**config.mk**
```make
export PLATFORM = sky130hd
export DESIGN_NAME = ram_fifo_ctrl
export DESIGN_NICKNAME = d
export VERILOG_FILES = /design/src/rtl/ram_fifo_pkg.sv /design/src/rtl/ram_fifo_obuf.sv /design/src/rtl/ram_fifo_ctrl.sv
export SDC_FILE = /design/constraint.sdc
export NUM_CORES = 1
export LEC_CHECK = 0
export CORE_ASPECT_RATIO = 0.9
export CORE_MARGIN = 3
export CORE_UTILIZATION = 58
export CTS_CLUSTER_DIAMETER = 40
export DETAILED_ROUTE_END_ITERATION = 8
export DONT_BUFFER_PORTS = 1
export GPL_TIMING_DRIVEN = 0
export MAX_ROUTING_LAYER = met4
export PLACE_DENSITY = 0.81
export RECOVER_POWER = 100
export SLEW_MARGIN = 20
export SYNTH_ARGS = -nofsm -noshare
export SYNTH_HDL_FRONTEND = slang
export SYNTH_HIERARCHICAL = 1
export SYNTH_SLANG_ARGS = --single-unit
```
**constraint.sdc**
```tcl
create_clock -name clk -period 3.12 [get_ports clk]
set_input_delay 0.624 -clock clk [delete_from_list [all_inputs] [get_ports clk]]
set_output_delay 0.624 -clock clk [all_outputs]
set_load 0.02 [all_outputs]
```
**src/rtl/ram_fifo_pkg.sv**
```systemverilog
`default_nettype none
// ============================================================================
// Module   : ram_fifo_pkg
// Purpose  : Shared types and default sizes for the RAM-backed streaming FIFO.
// Revision : 1.0 - initial release
// ============================================================================
package ram_fifo_pkg;

    localparam int c_default_addr_width = 23;
    localparam int c_default_data_width = 16;

    // Owner of the single RAM port in a given cycle
    typedef enum logic [1:0] {
        GRANT_NONE  = 2'd0,
        GRANT_READ  = 2'd1,
        GRANT_WRITE = 2'd2
    } grant_e;

endpackage
`default_nettype wire

```
**src/rtl/ram_fifo_obuf.sv**
```systemverilog
`default_nettype none
// ============================================================================
// Module   : ram_fifo_obuf
// Purpose  : Two-entry registered prefetch buffer hiding the RAM read latency.
// Revision : 1.0 - initial release
// ============================================================================
module ram_fifo_obuf
    import ram_fifo_pkg::*;
#(
    parameter int DATA_WIDTH = c_default_data_width
) (
    input  logic                  clk,
    input  logic                  reset_n,
    input  logic                  i_flush,
    input  logic                  i_push,
    input  logic [DATA_WIDTH-1:0] i_push_data,
    input  logic                  i_pop,
    output logic [DATA_WIDTH-1:0] o_head,
    output logic [1:0]            o_count
);

    logic [DATA_WIDTH-1:0] r_head;
    logic [DATA_WIDTH-1:0] r_tail;
    logic [1:0]            r_count;
    logic                  w_pop;
    logic                  w_push;

    assign w_pop  = i_pop & (r_count != 2'd0);
    // A push into a full buffer is only possible alongside a pop
    assign w_push = i_push & (w_pop | (r_count != 2'd2));

    always_ff @(posedge clk or negedge reset_n) begin
        if (!reset_n) begin
            r_head  <= '0;
            r_tail  <= '0;
            r_count <= 2'd0;
        end else if (i_flush) begin
            r_count <= 2'd0;
        end else begin
            case ({w_push, w_pop})
                2'b10: begin
                    if (r_count == 2'd0) r_head <= i_push_data;
                    else                 r_tail <= i_push_data;
                    r_count <= r_count + 2'd1;
                end
                2'b01: begin
                    r_head  <= r_tail;
                    r_count <= r_count - 2'd1;
                end
                2'b11: begin
                    if (r_count == 2'd1) begin
                        r_head <= i_push_data;
                    end else begin
                        r_head <= r_tail;
                        r_tail <= i_push_data;
                    end
                end
                default: ;
            endcase
        end
    end

    assign o_head  = r_head;
    assign o_count = r_count;

endmodule
`default_nettype wire

```
**src/rtl/ram_fifo_ctrl.sv**
```systemverilog
`default_nettype none
// ============================================================================
// Module   : ram_fifo_ctrl
// Purpose  : Deep streaming FIFO built on a single-port synchronous-read RAM.
// Revision : 1.0 - initial release
// ============================================================================
module ram_fifo_ctrl
    import ram_fifo_pkg::*;
#(
    parameter int ADDR_WIDTH = c_default_addr_width,
    parameter int DATA_WIDTH = c_default_data_width
) (
    input  logic                  clk,
    input  logic                  reset_n,
    input  logic                  flush,
    input  logic                  in_valid,
    output logic                  in_ready,
    input  logic [DATA_WIDTH-1:0] in_data,
    output logic                  out_valid,
    input  logic                  out_ready,
    output logic [DATA_WIDTH-1:0] out_data,
    output logic [ADDR_WIDTH:0]   fill,
    output logic                  mem_we,
    output logic [ADDR_WIDTH-1:0] mem_addr,
    output logic [DATA_WIDTH-1:0] mem_din,
    input  logic [DATA_WIDTH-1:0] mem_dout
);

    localparam logic [ADDR_WIDTH:0] c_depth = {1'b1, {ADDR_WIDTH{1'b0}}};

    logic [ADDR_WIDTH-1:0] r_wr_ptr;
    logic [ADDR_WIDTH-1:0] r_rd_ptr;
    logic [ADDR_WIDTH:0]   r_mem_count;
    grant_e                r_last_grant;
    logic                  r_rd_pend;
    // Holds the arbiter off until reset_n has been sampled high at an edge
    logic                  r_run;

    logic [1:0]            w_obuf_count;
    logic                  w_wr_req;
    logic                  w_rd_req;
    grant_e                w_grant;

    always_comb begin
        w_wr_req = r_run & in_valid & (r_mem_count < c_depth) & ~flush;
        w_rd_req = r_run & (r_mem_count != '0)
                 & ((w_obuf_count + {1'b0, r_rd_pend}) < 2'd2) & ~flush;
        w_grant  = GRANT_NONE;
        // Reads win unless the previous grant was also a read, so both streams alternate
        if (w_rd_req && (!w_wr_req || r_last_grant == GRANT_WRITE)) begin
            w_grant = GRANT_READ;
        end else if (w_wr_req) begin
            w_grant = GRANT_WRITE;
        end
    end

    assign in_ready = (w_grant == GRANT_WRITE);
    assign mem_we   = (w_grant == GRANT_WRITE);
    assign mem_addr = (w_grant == GRANT_WRITE) ? r_wr_ptr : r_rd_ptr;
    assign mem_din  = (w_grant == GRANT_WRITE) ? in_data : '0;

    always_ff @(posedge clk or negedge reset_n) begin
        if (!reset_n) begin
            r_wr_ptr     <= '0;
            r_rd_ptr     <= '0;
            r_mem_count  <= '0;
            r_last_grant <= GRANT_WRITE;
            r_rd_pend    <= 1'b0;
            r_run        <= 1'b0;
        end else begin
            r_run <= 1'b1;
            if (flush) begin
                r_wr_ptr     <= '0;
                r_rd_ptr     <= '0;
                r_mem_count  <= '0;
                r_last_grant <= GRANT_WRITE;
                r_rd_pend    <= 1'b0;
            end else begin
                r_rd_pend <= (w_grant == GRANT_READ);
                case (w_grant)
                    GRANT_WRITE: begin
                        r_wr_ptr     <= r_wr_ptr + ADDR_WIDTH'(1);
                        r_mem_count  <= r_mem_count + (ADDR_WIDTH+1)'(1);
                        r_last_grant <= GRANT_WRITE;
                    end
                    GRANT_READ: begin
                        r_rd_ptr     <= r_rd_ptr + ADDR_WIDTH'(1);
                        r_mem_count  <= r_mem_count - (ADDR_WIDTH+1)'(1);
                        r_last_grant <= GRANT_READ;
                    end
                    default: ;
                endcase
            end
        end
    end

    ram_fifo_obuf #(
        .DATA_WIDTH (DATA_WIDTH)
    ) u_obuf (
        .clk         (clk),
        .reset_n     (reset_n),
        .i_flush     (flush),
        .i_push      (r_rd_pend),
        .i_push_data (mem_dout),
        .i_pop       (out_ready),
        .o_head      (out_data),
        .o_count     (w_obuf_count)
    );

    assign out_valid = (w_obuf_count != 2'd0);
    assign fill      = r_mem_count
                     + {{ADDR_WIDTH{1'b0}}, r_rd_pend}
                     + {{(ADDR_WIDTH-1){1'b0}}, w_obuf_count};

endmodule
`default_nettype wire

```
## Word-level counts from Yosys, hierarchy flattened

Index checks and enable logic that the tools add are counted.
W data, S select, Z words.

| word-level totals | value |
|---|---|
| register bits | 108 |
| bits in latches | 0 |
| bits in writable memories | 0 |
| ROM bits | 0 |
| input bits | 37 |
| output and inout bits | 82 |
| logic and storage cells | 76 |
| memories kept | 0 |

| operators by class | value |
|---|---|
| add/sub/neg operators | 9 |
| multiply operators | 0 |
| div/mod/pow operators | 0 |
| order comparisons | 2 |
| eq/ne operators | 11 |
| shift operators | 0 |
| mux-type cells | 21 |
| bitwise gates (word level) | 10 |
| reduce and logical (&&, ||, !) cells | 14 |

Operator list:

| kind | count |
|---|---|
| $mux W23 | 5 |
| $mux W16 | 5 |
| $pmux W16 S3 | 1 |
| $pmux W24 S2 | 1 |
| $add A23 B1 Y23 const B | 2 |
| $pmux W16 S2 | 1 |
| $add A24 B1 Y24 | 1 |
| $add A24 B1 Y24 const B | 1 |
| $add A24 B2 Y24 | 1 |
| $lt A24 B24 Y1 const B | 1 |
| $mux W24 | 1 |
| $reduce_bool A24 Y1 | 1 |
| $sub A24 B1 Y24 const B | 1 |
| $reduce_bool A3 Y1 | 3 |
| $and A1 B1 Y1 | 8 |
| $eq A2 B2 Y1 const B | 4 |
| $mux W2 | 4 |
| $pmux W2 S2 | 2 |
| $reduce_bool A2 Y1 | 4 |
| $eq A2 B1 Y1 const B | 3 |
| $ne A2 B2 Y1 const B | 3 |
| $reduce_and A4 Y1 | 1 |
| $reduce_and A3 Y1 | 1 |
| $add A2 B1 Y2 | 1 |
| 11 further kinds | 11 |

## Longest topological paths before layout

Gate-level depths: netlist of the first run.

| depth | value |
|---|---|
| depth in word-level cells | 10 |
| mapped depth | 16 |
| gate-level depth less buffers | 11 |

## Hierarchy

Netlist of the first run, hierarchy kept.

Modules (own cells, without submodules):

| module | times used | cells an instance | area each (µm²) | seq. area each (µm²) |
|---|---|---|---|---|
| ram_fifo_ctrl | 1 | 674 | 5,495.3 | 1,853.0 |
| ram_fifo_obuf | 1 | 127 | 1,592.8 | 850.8 |

## Least setup slack after synthesis of the first run

OpenSTA, ideal clock, no wires.

| timing path | value |
|---|---|
| path kind | input port to flip-flop |
| from | input flush |
| to | register r_mem_count[21] |
| setup time | 122 ps |
| arrival time | 3,480 ps |
| required time | 2,998 ps |
| slack | -482 ps |
| stages | 13 |
| path buffers | 3 |
| cells stage by stage | nand2b_1 -> a2111oi_4 -> o21ai_1 -> buf_4 -> inv_2 -> buf_6 -> buf_6 -> ha_1 -> a211o_1 -> o2111ai_1 -> a2111oi_0 -> or3_1 -> a32o_1 |

| on the way | value |
|---|---|
| cells in the longest elaborated chain, start to end | 9 |
| elaborated cells on any way between the ends | 13 |
| classes of those cells | eq/ne (2); mux (4); bitwise (3); reduce/logical (4) |

RTL lines:

| what | RTL line | RTL |
|---|---|---|
| start, declared | ram_fifo_ctrl.sv:15 | `input logic flush,` |
| $not A1 Y1 (no source line) | -- |  |
| $and A1 B1 Y1 | ram_fifo_ctrl.sv:45 | `w_wr_req = r_run & in_valid & (r_mem_count < c_depth) & ~flush;` |
| $logic_not A1 Y1 | ram_fifo_ctrl.sv:50 | `if (w_rd_req && (!w_wr_req \|\| r_last_grant == GRANT_WRITE)) begin` |
| $logic_or A1 B1 Y1 | ram_fifo_ctrl.sv:50 |  |
| $logic_and A1 B1 Y1 | ram_fifo_ctrl.sv:50 |  |
| $mux W2 | ram_fifo_ctrl.sv:50 |  |
| $eq A2 B1 Y1 / $eq A2 B2 Y1 (equally long branches) | ram_fifo_ctrl.sv:80 | `case (w_grant)` |
| $pmux W24 S2 | ram_fifo_ctrl.sv:80 |  |
| $mux W24 | ram_fifo_ctrl.sv:72 | `if (flush) begin` |
| end signal, assigned | ram_fifo_ctrl.sv:83 | `r_mem_count <= r_mem_count + (ADDR_WIDTH+1)'(1);` |
| end signal, assigned | ram_fifo_ctrl.sv:88 | `r_mem_count <= r_mem_count - (ADDR_WIDTH+1)'(1);` |
| end, declared | ram_fifo_ctrl.sv:33 | `logic [ADDR_WIDTH:0] r_mem_count;` |

Parallel ways exist; a longest one is shown, timed or not.
A chain may end at the register's enable or synchronous reset.

## Final worst setup path of the first run

| timing path | value |
|---|---|
| from | register r_mem_count[3] |
| to | register r_mem_count[22] |

| on the way | value |
|---|---|
| cells in the longest elaborated chain, start to end | 10 |
| elaborated cells on any way between the ends | 19 |
| classes of those cells | add/sub (2); order compare (1); eq/ne (2); mux (4); bitwise (5); reduce/logical (5) |

RTL lines:

| what | RTL line |
|---|---|
| $lt A24 B24 Y1 | ram_fifo_ctrl.sv:45 |
| $and A1 B1 Y1 (2 in series) | ram_fifo_ctrl.sv:45 |
| $logic_not A1 Y1 | ram_fifo_ctrl.sv:50 |
| $logic_or A1 B1 Y1 | ram_fifo_ctrl.sv:50 |
| $logic_and A1 B1 Y1 | ram_fifo_ctrl.sv:50 |
| $mux W2 | ram_fifo_ctrl.sv:50 |
| $eq A2 B1 Y1 / $eq A2 B2 Y1 (equally long branches) | ram_fifo_ctrl.sv:80 |
| $pmux W24 S2 | ram_fifo_ctrl.sv:80 |
| $mux W24 | ram_fifo_ctrl.sv:72 |

Parallel ways exist; a longest one is shown, timed or not.

==> results of run 1 <==
## layer usage
metal  share of wire, %  vias to the layer above  track usage [%]
met5                  0                        -                -
met4                4.5                        0            13.81
met3                 10                      118            7.194
met2                 49                      462            46.92
met1                 37                     3327            38.89
li1                   -                     2937                -
## power groups by stage
| stage | logic, mW | clock network (mW) | registers [mW] |
|---|---|---|---|
| finish | 4.13 | 1.17 | 2.39 |
| global route | 4.35 | 1.23 | 2.44 |
| CTS | 3.51 | 1.18 | 2.34 |
| detailed placement | 2.79 | 0 | 2.36 |
| global placement | 2.69 | 0 | 2.34 |
| floorplan | 2.28 | 0 | 2.23 |
## cells in the final DEF (no fill, tap or decap), types with 6 or more instances in the layout
cell type	Yosys	routed
nand2_2	0	6
o21ai_1	1	13
buf_6	3	15
o21ai_0	47	24
clkbuf_1	20	13
a21oi_2	1	9
nor2b_1	14	12
ha_1	28	10
inv_1	26	22
ha_4	0	13
mux2i_1	18	18
o21ai_4	0	7
mux2_2	15	15
a21oi_1	53	41
and3_4	0	11
or3_1	10	9
nand4_1	20	20
buf_4	4	46
nor4_2	6	6
dfrtp_2	0	10
and2_1	10	7
nand3_1	22	22
xor2_1	24	20
and3_1	27	16
dfrtp_1	107	97
a21o_1	9	9
nor2_1	69	64
xnor2_1	40	35
nand2_4	0	39
nor3_1	16	13
nand2_1	119	74
mux2_4	10	10
clkbuf_16	0	12
## worst min-delay path by stage
| stage | slack [ns] | end |
|---|---|---|
| final | -0.06 | r_mem_count[14]$_DFFE_PN0P_ |
| after global routing | -0.07 | r_mem_count[14]$_DFFE_PN0P_ |
| after CTS | -0.06 | r_mem_count[14]$_DFFE_PN0P_ |
| after detailed placement | 0.33 | r_mem_count[14]$_DFFE_PN0P_ |
| after global placement | 0.33 | r_mem_count[16]$_DFFE_PN0P_ |
| after floorplan | 0.33 | r_last_grant[0]$_DFFE_PN0P_ |
## registers in the layout, summed over array words and instances, names as in the netlist
name and cells:
u_obuf/r_tail 16, r_rd_ptr 23, u_obuf/o_head 16, r_mem_count 24
r_last_grant 2, r_wr_ptr 23, r_run 1, r_rd_pend 1
u_obuf/o_count 2
## cell families (layout without fill, tap and decap cells)
family          after synthesis  after routing  share of synthesized area (%)
simple gates                334            335                          23.20
mux                          43             43                          7.043
xor+xnor                     64             64                          7.908
fa+ha+maj                    31             31                          5.790
compound gates              154            154                          13.54
flops                       108            108                          38.15
buf+inv                      66            141                          4.325
other cells                   1              1                        0.05291
## worst register-to-register path: stages, from the launching register on
cell and delay, ns:
dfrtp_1 0.40, buf_6 0.13, nor4_4 0.28, nand4_1 0.25, o21ai_2 0.22, buf_6 0.14, inv_8 0.05, buf_12 0.13
fa_2 0.36, a211oi_2 0.23, o21bai_1 0.12, o211ai_1 0.20, buf_4 0.20, a21oi_4 0.07, buf_4 0.16, a2111o_1 0.36
o211ai_1 0.08
## layout make-up
class	instances	area (um^2)
fillers	674	2270
clock inverters	7	73.82
plain buffers	36	285.3
clock buffers	9	225.2
inverters	28	125.1
flip-flops and latches	108	2716
well taps	156	195.2
repair buffers	61	634.4
multi-input cells	628	5141
## repair_timing
action,in CTS,in global routing
setup buffers,34,21
endpoints found under the setup margin,75,72
gates resized for setup,161,124
pin swaps,37,61
cloned,4,5
endpoints found under the hold margin,107,107
==> results.sh, run 1 <==
export IMPL_dp_cells=957
export IMPL_intPower_mw=4.232
export IMPL_crit_chain="buf_6 > nor4_4 > nand4_1 > o21ai_2 > buf_6 > inv_8 > buf_12 > fa_2 > a211oi_2 > o21bai_1 > o211ai_1 > buf_4 > a21oi_4 > buf_4 > a2111o_1 > o211ai_1"
export IMPL_syn_to_final_growth_pct=32.57
export IMPL_layout_nets=940
export IMPL_grt_ovfl_total=0
export IMPL_num_rows=37
export IMPL_powerDensity_mw_per_mm2=818.2
export IMPL_cp_max_fo=5
export IMPL_ios=119
export IMPL_syn_num_nets=869
export IMPL_cp_arrival_ns=3.77
export IMPL_final_antenna_net_count=0
export IMPL_relSlewSlack_pct=28.02
export IMPL_pre_cts_ws_ns=-0.8989
export IMPL_die_width_um=122.5
export IMPL_regToRegSetupSlack_ns=-0.36
export IMPL_cp_depth=16
export IMPL_placed_area_mm2=0.007452
export IMPL_drt_initial_drc_count=840
export IMPL_max_stage_delay_ns=0.40
export IMPL_setup_slack_ns=-0.3597
export IMPL_path_class="flop to flop"
export IMPL_post_synth_top_count_cell="nand2_1"
export IMPL_fp_dieH_um=110.9
export IMPL_syn_area_per_cell_um2=8.849
export IMPL_cts_sinks=108
export IMPL_crit_end="r_mem_count[22]$_DFFE_PN0P_"
export IMPL_synth_cells=801
export IMPL_finalCritPeriodShare_pct=111.5
export IMPL_yosysTopAreaCell="dfrtp_1"
export IMPL_dr_pass1_iters=6
export IMPL_grt_pass1_wl_mm=32.38
export IMPL_synth_area_mm2=0.007088
export IMPL_irDropWorstVdd_v=0.0006148
export IMPL_clock_skew_final_ns=0.01122
export IMPL_finalSetupTns_ns=-4.865
export IMPL_r2r_start="r_mem_count[3]$_DFFE_PN0P_"
export IMPL_path_delay_family="compound AO/OA/AOI/OAI gates"
export IMPL_ys_top_cells_by_count="119 x nand2_1, 107 x dfrtp_1, 69 x nor2_1"
export IMPL_grt_max_degree=109
export IMPL_period_minus_slack_ns=3.480
export IMPL_gp_congestion=0.9161
export IMPL_grt_pass1_vias=6308
export IMPL_setup_viol=42
export IMPL_clockBufferDepth=2
export IMPL_worst_slew_pin_slew_ns=1.071
export IMPL_synth_top_flop_cell="dfrtp_1"
export IMPL_drt_wl_total_mm=23.51
export IMPL_ctsRootBufferMaster="clkbuf_16"
export IMPL_total_leakage_power_nw=4.294
export IMPL_switching_share_pct=44.95
export IMPL_ys_warn_count=6
export IMPL_drv_slew=0
export IMPL_reg2reg_depth=16
export IMPL_stdcell_count=1033
export IMPL_wl_per_cell_um=22.76
export IMPL_synth_edf_count=0
export IMPL_vias=6844
export IMPL_hold_viol=107
export IMPL_cp_slowest_cell="dfrtp_1"
export IMPL_dpl_hpwl_mm=12.90
export IMPL_grtUsageTotal_pct=30.74
export IMPL_start_util_pct=60.76
export IMPL_synth_seq_cells=108
export IMPL_rsz0062_at_grt="true"
export IMPL_cap_violations=0
export IMPL_synth_area_top_cells="dfrtp_1 38%, nand2_1 6.3%, ha_1 4.9%, xnor2_1 4.9%, a21oi_1 3.7%"
export IMPL_ys_async_sr_fraction_pct=100.0
export IMPL_failed_checks="negative hold slack, negative setup slack"
export IMPL_cts_max_level=3
export IMPL_dieArea_mm2=0.01359
export IMPL_cts_clk_slew_worst_paths_ns=0.08
export IMPL_cp_buffers_inverters=6
export IMPL_total_power_mw=7.688
export IMPL_pwr_share_clk_pct=15.2
export IMPL_io_buffer_count=0
export IMPL_fmax_mhz=287.4
export IMPL_core_area_mm2=0.01167
export IMPL_clock_latency_ns=0.37
export IMPL_vias_per_cell=6.625
export IMPL_share_comb_of_total_power_pct=53.7
export IMPL_cp_end_kind="flop"
export IMPL_crit_path_start_kind="flop"
export IMPL_holdWs_ns=-0.06182
export IMPL_netSwitchingPower_mw=3.456
export IMPL_hold_class="primary input to asynchronous set/reset pin"
export IMPL_yosysTopAreaCellShare_pct=37.78
export IMPL_drcViolationCount=0
export IMPL_diodes=0
export IMPL_antenna_found_initial=0
export IMPL_cts_made_buffers=9
export IMPL_power_share_sequential_pct=31.1
export IMPL_status="finished, violations left"
export IMPL_synth_cell_type_count=64
export IMPL_finalInstanceArea_mm2=0.009397
export IMPL_fin_util_pct=80.54
export IMPL_rr_endpoint="r_mem_count[22]$_DFFE_PN0P_"
export IMPL_cts_tree="done"
export IMPL_crit_start="r_mem_count[3]$_DFFE_PN0P_"
export IMPL_layout_drive_gt1_share_pct=33.75
export IMPL_yosysSeqAreaShare_pct=38.15
export IMPL_cp_required_ns=3.41
No activity file was read; power rests on OpenSTA's default activity.
==> run 2, diff against run 1 <==
Settings changed: CORE_UTILIZATION 58 to 30, PLACE_DENSITY 0.81 to 0.5.
==> run 2 against run 1 <==
The flow still finishes with violations (negative hold slack, negative setup slack). Setup slack improved by 0.025 ns. First-iteration DRC count decreased by 64%. Core utilization decreased by 38 points. Non-clock buffer count increased by 21. Cell count increased by 16%. Flip-flop and latch count unchanged. Hold slack improved by 0.034 ns. Critical path type unchanged. Critical endpoint is now r_mem_count[21]$_DFFE_PN0P_. Largest cell class unchanged. Largest power group unchanged.
==> results.sh, run 2 (same netlist as run 1, synthesis figures left out) <==
export IMPL_max_stage_delay_ns=0.45
export IMPL_met2_length_mm=9.836
export IMPL_clock_skew_final_ns=0.01333
export IMPL_start_util_pct=31.04
export IMPL_setup_slack_ns=-0.3350
export IMPL_grt_pass1_wl_mm=33.76
export IMPL_ios=119
export IMPL_cts_max_level=3
export IMPL_largest_reg_flops=24
export IMPL_finalSetupTns_ns=-2.814
export IMPL_total_leakage_power_nw=4.129
export IMPL_wl_met3_mm=1.176
export IMPL_crit_path_start_kind="flop"
export IMPL_total_power_mw=7.823
export IMPL_drt_wl_total_mm=21.51
export IMPL_rsz0062_at_grt="true"
export IMPL_final_common_cell="dfrtp_1"
export IMPL_relSlewSlack_pct=28.25
export IMPL_cp_end_kind="flop"
export IMPL_clock_latency_ns=0.36
export IMPL_num_rows=52
export IMPL_cpMostUsedCell="buf_6"
export IMPL_antenna_found_initial=0
export IMPL_fmax_mhz=289.4
export IMPL_dieArea_mm2=0.02551
export IMPL_dp_cells=1098
export IMPL_io_buffer_count=0
export IMPL_dr_pass1_iters=4
export IMPL_setup_viol=16
export IMPL_die_width_um=168.0
export IMPL_finalCritPeriodShare_pct=110.7
export IMPL_vias=6112
export IMPL_grt_pass1_vias=6030
export IMPL_period_minus_slack_ns=3.455
export IMPL_cp_max_fo=6
export IMPL_drt_initial_drc_count=306
export IMPL_cp_arrival_ns=3.69
export IMPL_hold_viol=69
export IMPL_cap_violations=0
export IMPL_worst_slew_pin_slew_ns=1.068
export IMPL_grtUsageTotal_pct=16.84
export IMPL_holdWs_ns=-0.02769
export IMPL_irDropWorstVdd_v=0.0003467
export IMPL_grt_ovfl_total=0
export IMPL_cp_slowest_cell="a2111oi_4"
export IMPL_failed_checks="negative hold slack, negative setup slack"
export IMPL_hold_class="primary input to asynchronous set/reset pin"
export IMPL_registers_top_by_ff_count="r_mem_count"
export IMPL_crit_chain="buf_6 > nor4_4 > nand4_1 > buf_6 > o21ai_4 > buf_6 > inv_8 > buf_16 > buf_8 > ha_4 > o21ai_4 > o21bai_4 > o2111ai_4 > a2111oi_4 > o21ai_1 > a32o_1"
export IMPL_path_class="flop to flop"
export IMPL_diodes=0
export IMPL_layout_common_cells="98 x dfrtp_1, 91 x nand2_1, 67 x buf_4"
export IMPL_layout_drive_gt1_share_pct=34.56
export IMPL_core_area_mm2=0.02284
export IMPL_cts_clk_slew_worst_paths_ns=0.08
export IMPL_gp_congestion=0.8250
export IMPL_powerDensity_mw_per_mm2=811.2
export IMPL_dpl_hpwl_mm=14.19
export IMPL_vias_per_cell=5.119
export IMPL_clockBufferDepth=2
export IMPL_syn_to_final_growth_pct=36.06
export IMPL_reg_top3="r_mem_count: 24 flops, r_rd_ptr: 23 flops, r_wr_ptr: 23 flops"
export IMPL_cts_made_buffers=9
export IMPL_drcViolationCount=0
export IMPL_drv_slew=0
export IMPL_ctsRootBufferMaster="clkbuf_16"
export IMPL_grt_max_degree=109
export IMPL_stdcell_count=1194
export IMPL_wl_met1_mm=10.21
export IMPL_final_antenna_net_count=0
export IMPL_status="finished, violations left"
export IMPL_cp_required_ns=3.36
export IMPL_wl_per_cell_um=18.01
export IMPL_layout_nets=960
export IMPL_cts_sinks=108
export IMPL_cts_tree="done"
export IMPL_fp_dieH_um=151.8
export IMPL_top_layer="met4"
## run 2: changes by cell type in the layout (fill, tap and decap cells not counted), moves of 4 or more
cell,delta
a21oi_4,+4
buf_4,+21
ha_2,-5
ha_4,+5
nand2_1,+17
nand2_2,+14
nand2_4,-32
o21ai_2,+5
xnor2_1,-5
xnor2_2,+6
## run 2: area by class of cell
| class | count | area [um^2] |
|---|---|---|
| inverters | 28 | 125.1 |
| fillers | 2179 | 13190 |
| repair buffers | 83 | 744.5 |
| flip-flops and latches | 108 | 2715 |
| well taps | 297 | 371.6 |
| clock inverters | 6 | 65.06 |
| clock buffers | 10 | 239.0 |
| multi-input cells | 627 | 5110 |
| plain buffers | 35 | 274.0 |
## run 2: power by group
group	internal [mW]	switching, mW	total [mW]
registers	1.78	0.606	2.39
clock network	0.593	0.601	1.19
logic	2.03	2.21	4.24
## run 2: path summary, 6_finish.rpt
path / startpoint / endpoint / slack, ns / depth (start not counted)
max in group asynchronous: reset_n / r_last_grant[1]$_DFFE_PN1P_ / 2.91 / 0
min reg2reg: r_last_grant[1]$_DFFE_PN1P_ / r_last_grant[1]$_DFFE_PN1P_ / 0.47 / 2
min: reset_n / r_mem_count[5]$_DFFE_PN0P_ / -0.03 / 0
max: r_mem_count[3]$_DFFE_PN0P_ / r_mem_count[21]$_DFFE_PN0P_ / -0.33 / 16
min in group clk: flush / u_obuf/o_count[1]$_DFFE_PN0P_ / 0.33 / 1
max reg2reg: r_mem_count[3]$_DFFE_PN0P_ / r_mem_count[21]$_DFFE_PN0P_ / -0.33 / 16
## run 2: what timing repair did
action                     CTS  global route
gates resized for setup    209            53
setup buffers               47            35
pin swaps                   55            55
setup endpoints to repair   77            67
hold endpoints to repair   107           107
gates cloned                 3             1
## run 2: routing by layer
layer,GRT usage (%),up-vias
met3,3.326,16
met2,25.85,154
met4,3.584,0
met5,-,-
met1,23.23,2956
li1,-,2986
## run 2: worst max-delay path, delay by kind of cell (launching register included)
| kind | cells | cell delay, ns |
|---|---|---|
| AOI/OAI and AO/OA | 7 | 1.47 |
| adders and majority gates | 1 | 0.29 |
| buffers and inverters | 6 | 0.73 |
| DFF | 1 | 0.40 |
| and+or+nand+nor | 2 | 0.44 |
## run 2: stage by stage
step	setup WS, ns	hold WS, ns	utilization [%]	area [um^2]
after global placement	-1.052	0.3383	33.40	7629
after CTS	-0.4311	-0.05204	40.08	9153
after floorplan	-0.2208	0.3284	-	7257
after detailed placement	-1.015	0.3385	33.40	7629
after global routing	-0.4514	-0.05304	42.23	9644
final	-0.3350	-0.02769	42.23	9644
==> run 3, diff against run 2 <==
--- a/config.mk
+++ b/config.mk
@@ -6,4 +6,5 @@
 export NUM_CORES = 1
 export LEC_CHECK = 0
+export ABC_AREA = 1
 export CORE_ASPECT_RATIO = 0.9
 export CORE_MARGIN = 3
@@ -16,4 +17,5 @@
 export PLACE_DENSITY = 0.5
 export RECOVER_POWER = 100
+export SETUP_SLACK_MARGIN = 0.1
 export SLEW_MARGIN = 20
 export SYNTH_ARGS = -nofsm -noshare
==> constraint.sdc (replaced) <==
create_clock -name clk -period 3.12 [get_ports clk]
set_input_delay 0.624 -clock clk [delete_from_list [all_inputs] [get_ports clk]]
set_output_delay 0.624 -clock clk [all_outputs]
set_load 0.005 [all_outputs]
==> run 3 against run 2 <==
The run ends with negative hold slack left. Flip-flop and latch count did not move. Setup slack improved by 0.36 ns. Synthesized area increased by 18%. Die area rose by 18%. Global-route usage is 1.5 points higher. Synthesized cell count rose by 64%. Cell count grew 43%. Total power shrank 17%. Cell area rose by 1.3%. Clock-buffer cell count decreased by 1. Hold slack got worse by 0.030 ns. Clock power grew 4%. Largest cell class unchanged.
==> results.sh, run 3 <==
export IMPL_status="finished, violations left"
export IMPL_failed_checks="negative hold slack"
export IMPL_stdcell_count=1704
export IMPL_finalInstanceArea_mm2=0.009771
export IMPL_fp_dieH_um=164.7
export IMPL_synth_cell_type_count=37
export IMPL_drcViolationCount=0
export IMPL_finalSetupTns_ns=0
export IMPL_gp_congestion=0.9184
export IMPL_largest_reg_flops=24
export IMPL_start_util_pct=30.80
export IMPL_total_leakage_power_nw=4.801
export IMPL_cp_slowest_cell="dfrtp_2"
export IMPL_cts_tree="done"
export IMPL_dieArea_mm2=0.03001
export IMPL_num_rows=57
export IMPL_synth_top_flop_cell="dfrtp_1"
export IMPL_final_antenna_net_count=0
export IMPL_cts_made_buffers=9
export IMPL_cp_arrival_ns=2.47
export IMPL_synth_area_mm2=0.008391
export IMPL_grt_ovfl_total=0
export IMPL_drv_slew=0
export IMPL_met2_usage_pct=26.14
export IMPL_clockBufferDepth=2
export IMPL_grt_pass1_vias=7858
export IMPL_syn_num_nets=1379
export IMPL_wl_per_cell_um=15.75
export IMPL_dp_cells=1665
export IMPL_relSlewSlack_pct=54.56
export IMPL_ys_warn_count=6
export IMPL_crit_start="r_mem_count[0]$_DFFE_PN0P_"
export IMPL_clock_skew_final_ns=0.02009
export IMPL_path_class="flop to output pin"
export IMPL_placed_area_mm2=0.008836
export IMPL_fill_cells=3012
export IMPL_antenna_found_initial=0
export IMPL_io_buffer_count=0
export IMPL_ctsRootBufferMaster="clkbuf_16"
export IMPL_synth_cells=1311
export IMPL_core_area_mm2=0.02724
export IMPL_vias_per_cell=4.845
export IMPL_cp_required_ns=2.50
export IMPL_drt_initial_drc_count=580
export IMPL_synth_area_top_cells="dfrtp_1 32%, nand2_1 22%, inv_1 7.6%, nand3_1 6.2%, nor2_1 6.0%"
export IMPL_rsz0062_at_grt="true"
export IMPL_post_synth_top_count_cell="nand2_1"
export IMPL_busiest_layer="met1"
export IMPL_grt_pass1_wl_mm=42.86
export IMPL_hold_class="primary input to asynchronous set/reset pin"
export IMPL_setup_viol=0
export IMPL_synth_seq_cells=108
export IMPL_crit_path_start_kind="flop"
export IMPL_hold_viol=38
export IMPL_fmax_mhz=323.3
export IMPL_cap_violations=0
export IMPL_synth_edf_count=0
export IMPL_yosysTopAreaCell="dfrtp_1"
export IMPL_grtUsageTotal_pct=18.33
export IMPL_die_width_um=182.3
export IMPL_finalCritPeriodShare_pct=99.13
export IMPL_cp_max_fo=5
export IMPL_use_met1_pct=27.69
export IMPL_cts_max_level=3
export IMPL_ys_async_sr_fraction_pct=100.0
export IMPL_cts_clk_slew_worst_paths_ns=0.09
export IMPL_dpl_hpwl_mm=20.21
export IMPL_period_minus_slack_ns=3.093
export IMPL_grt_max_degree=109
export IMPL_holdWs_ns=-0.05723
export IMPL_powerDensity_mw_per_mm2=662.7
export IMPL_crit_chain="inv_2 > fa_2 > inv_2 > fa_2 > nand2_4 > nor3_4 > nand2_2 > nor2_4 > nand2_4 > buf_4 > nor2_4 > xor2_2"
export IMPL_ios=119
export IMPL_reg_top3="r_mem_count: 24 flops, r_rd_ptr: 23 flops, r_wr_ptr: 23 flops"
export IMPL_layout_common_cells="471 x nand2_1, 168 x inv_1, 120 x nor2_1"
export IMPL_layout_drive_gt1_share_pct=13.63
export IMPL_cts_sinks=108
export IMPL_max_stage_delay_ns=0.38
export IMPL_vias=8256
export IMPL_syn_to_final_growth_pct=16.45
export IMPL_grt_use_met3_pct=2.444
export IMPL_layout_nets=1413
export IMPL_registers_top_by_ff_count="r_mem_count"
export IMPL_cp_end_kind="output pin"
export IMPL_drt_wl_total_mm=26.84
export IMPL_r2r_start="r_mem_count[0]$_DFFE_PN0P_"
export IMPL_final_common_cell="nand2_1"
export IMPL_diodes=0
export IMPL_clock_latency_ns=0.37
export IMPL_yosysTopAreaCellShare_pct=31.91
export IMPL_irDropWorstVdd_v=0.0003252
export IMPL_dr_pass1_iters=6
export IMPL_syn_area_per_cell_um2=6.400
export IMPL_worst_slew_pin_slew_ns=0.6763
export IMPL_yosysSeqAreaShare_pct=32.22
export IMPL_ys_top_cells_by_count="483 x nand2_1, 170 x inv_1, 135 x nor2_1"
-- run 3: power by group --
| part | switching, mW | internal (mW) | total [mW] |
|---|---|---|---|
| Sequential | 0.491 | 1.78 | 2.27 |
| Combinational | 1.87 | 1.10 | 2.97 |
| Clock | 0.649 | 0.587 | 1.24 |
-- run 3: cell type report --
type,instances,area [um^2],area share [%]
buffer,33,237.7,2.433
multi-input combinational,994,5200,53.22
clock buffer,9,225.2,2.305
timing repair buffer,23,190.2,1.946
inverter,176,663.1,6.787
clock inverter,7,93.84,0.9604
tap,354,442.9,4.533
sequential,108,2718,27.81
-- run 3: routing by layer --
| metal | vias up | wire length (um) |
|---|---|---|
| li1 | 4191 | - |
| met1 | 3839 | 14130 |
| met2 | 207 | 11080 |
| met3 | 19 | 1314 |
| met4 | 0 | 308 |
| met5 | - | 0 |
-- run 3: worst max-delay path: cells and delay by family (launching register included) --
family	cells	cell delay, ns
xor gates and xnor gates	1	0.17
adders and majority gates	2	0.59
buffers and inverters	3	0.28
DFF	1	0.38
and+or+nand+nor	6	0.68
-- run 3: cells by family (layout without fill, tap and decap cells) --
| group | Yosys count | count (layout) | share of synthesized area [%] |
|---|---|---|---|
| adder cells (fa/ha/maj) | 31 | 31 | 4.891 |
| AND/OR/NAND/NOR | 814 | 814 | 41.52 |
| flip-flops | 108 | 108 | 32.22 |
| AO/OA/AOI/OAI | 109 | 109 | 6.874 |
| other | 1 | 1 | 0.04469 |
| XOR/XNOR | 39 | 39 | 4.071 |
| buffers and inverters | 209 | 248 | 10.38 |
-- run 3: what timing repair did --
item                                    in CTS  in global routing
endpoints found under the setup margin      76                 45
gates resized for setup                     45                 68
buffers inserted                            16                  6
pin swaps                                    8                  9
endpoints found under the hold margin      107                107
cloned                                       0                  1
-- run 3: final timing paths --
| kind | endpoint | slack (ns) | cells after the start |
|---|---|---|---|
| worst max-delay path | fill[22] | 0.03 | 12 |
| worst min-delay path | r_mem_count[4]$_DFFE_PN0P_ | -0.06 | 0 |
| worst max register to register | r_mem_count[19]$_DFFE_PN0P_ | 0.13 | 19 |
| worst min register to register | u_obuf/r_tail[4]$_DFFE_PN0P_ | 0.48 | 2 |
| max in group asynchronous | r_last_grant[1]$_DFFE_PN1P_ | 2.82 | 0 |
| min in group clk | u_obuf/r_tail[11]$_DFFE_PN0P_ | 0.39 | 2 |
-- run 3: through the flow --
step	total power [mW]	worst slack, ns	util, %
2_1_floorplan	4.050	0.2227	-
3_5_place_dp	4.829	-0.4383	32.43
5_1_grt	7.060	-0.1374	35.86
6_report	6.475	0.02708	35.86
4_1_cts	6.330	-0.05223	34.68
3_3_place_gp	4.823	-0.4480	32.43
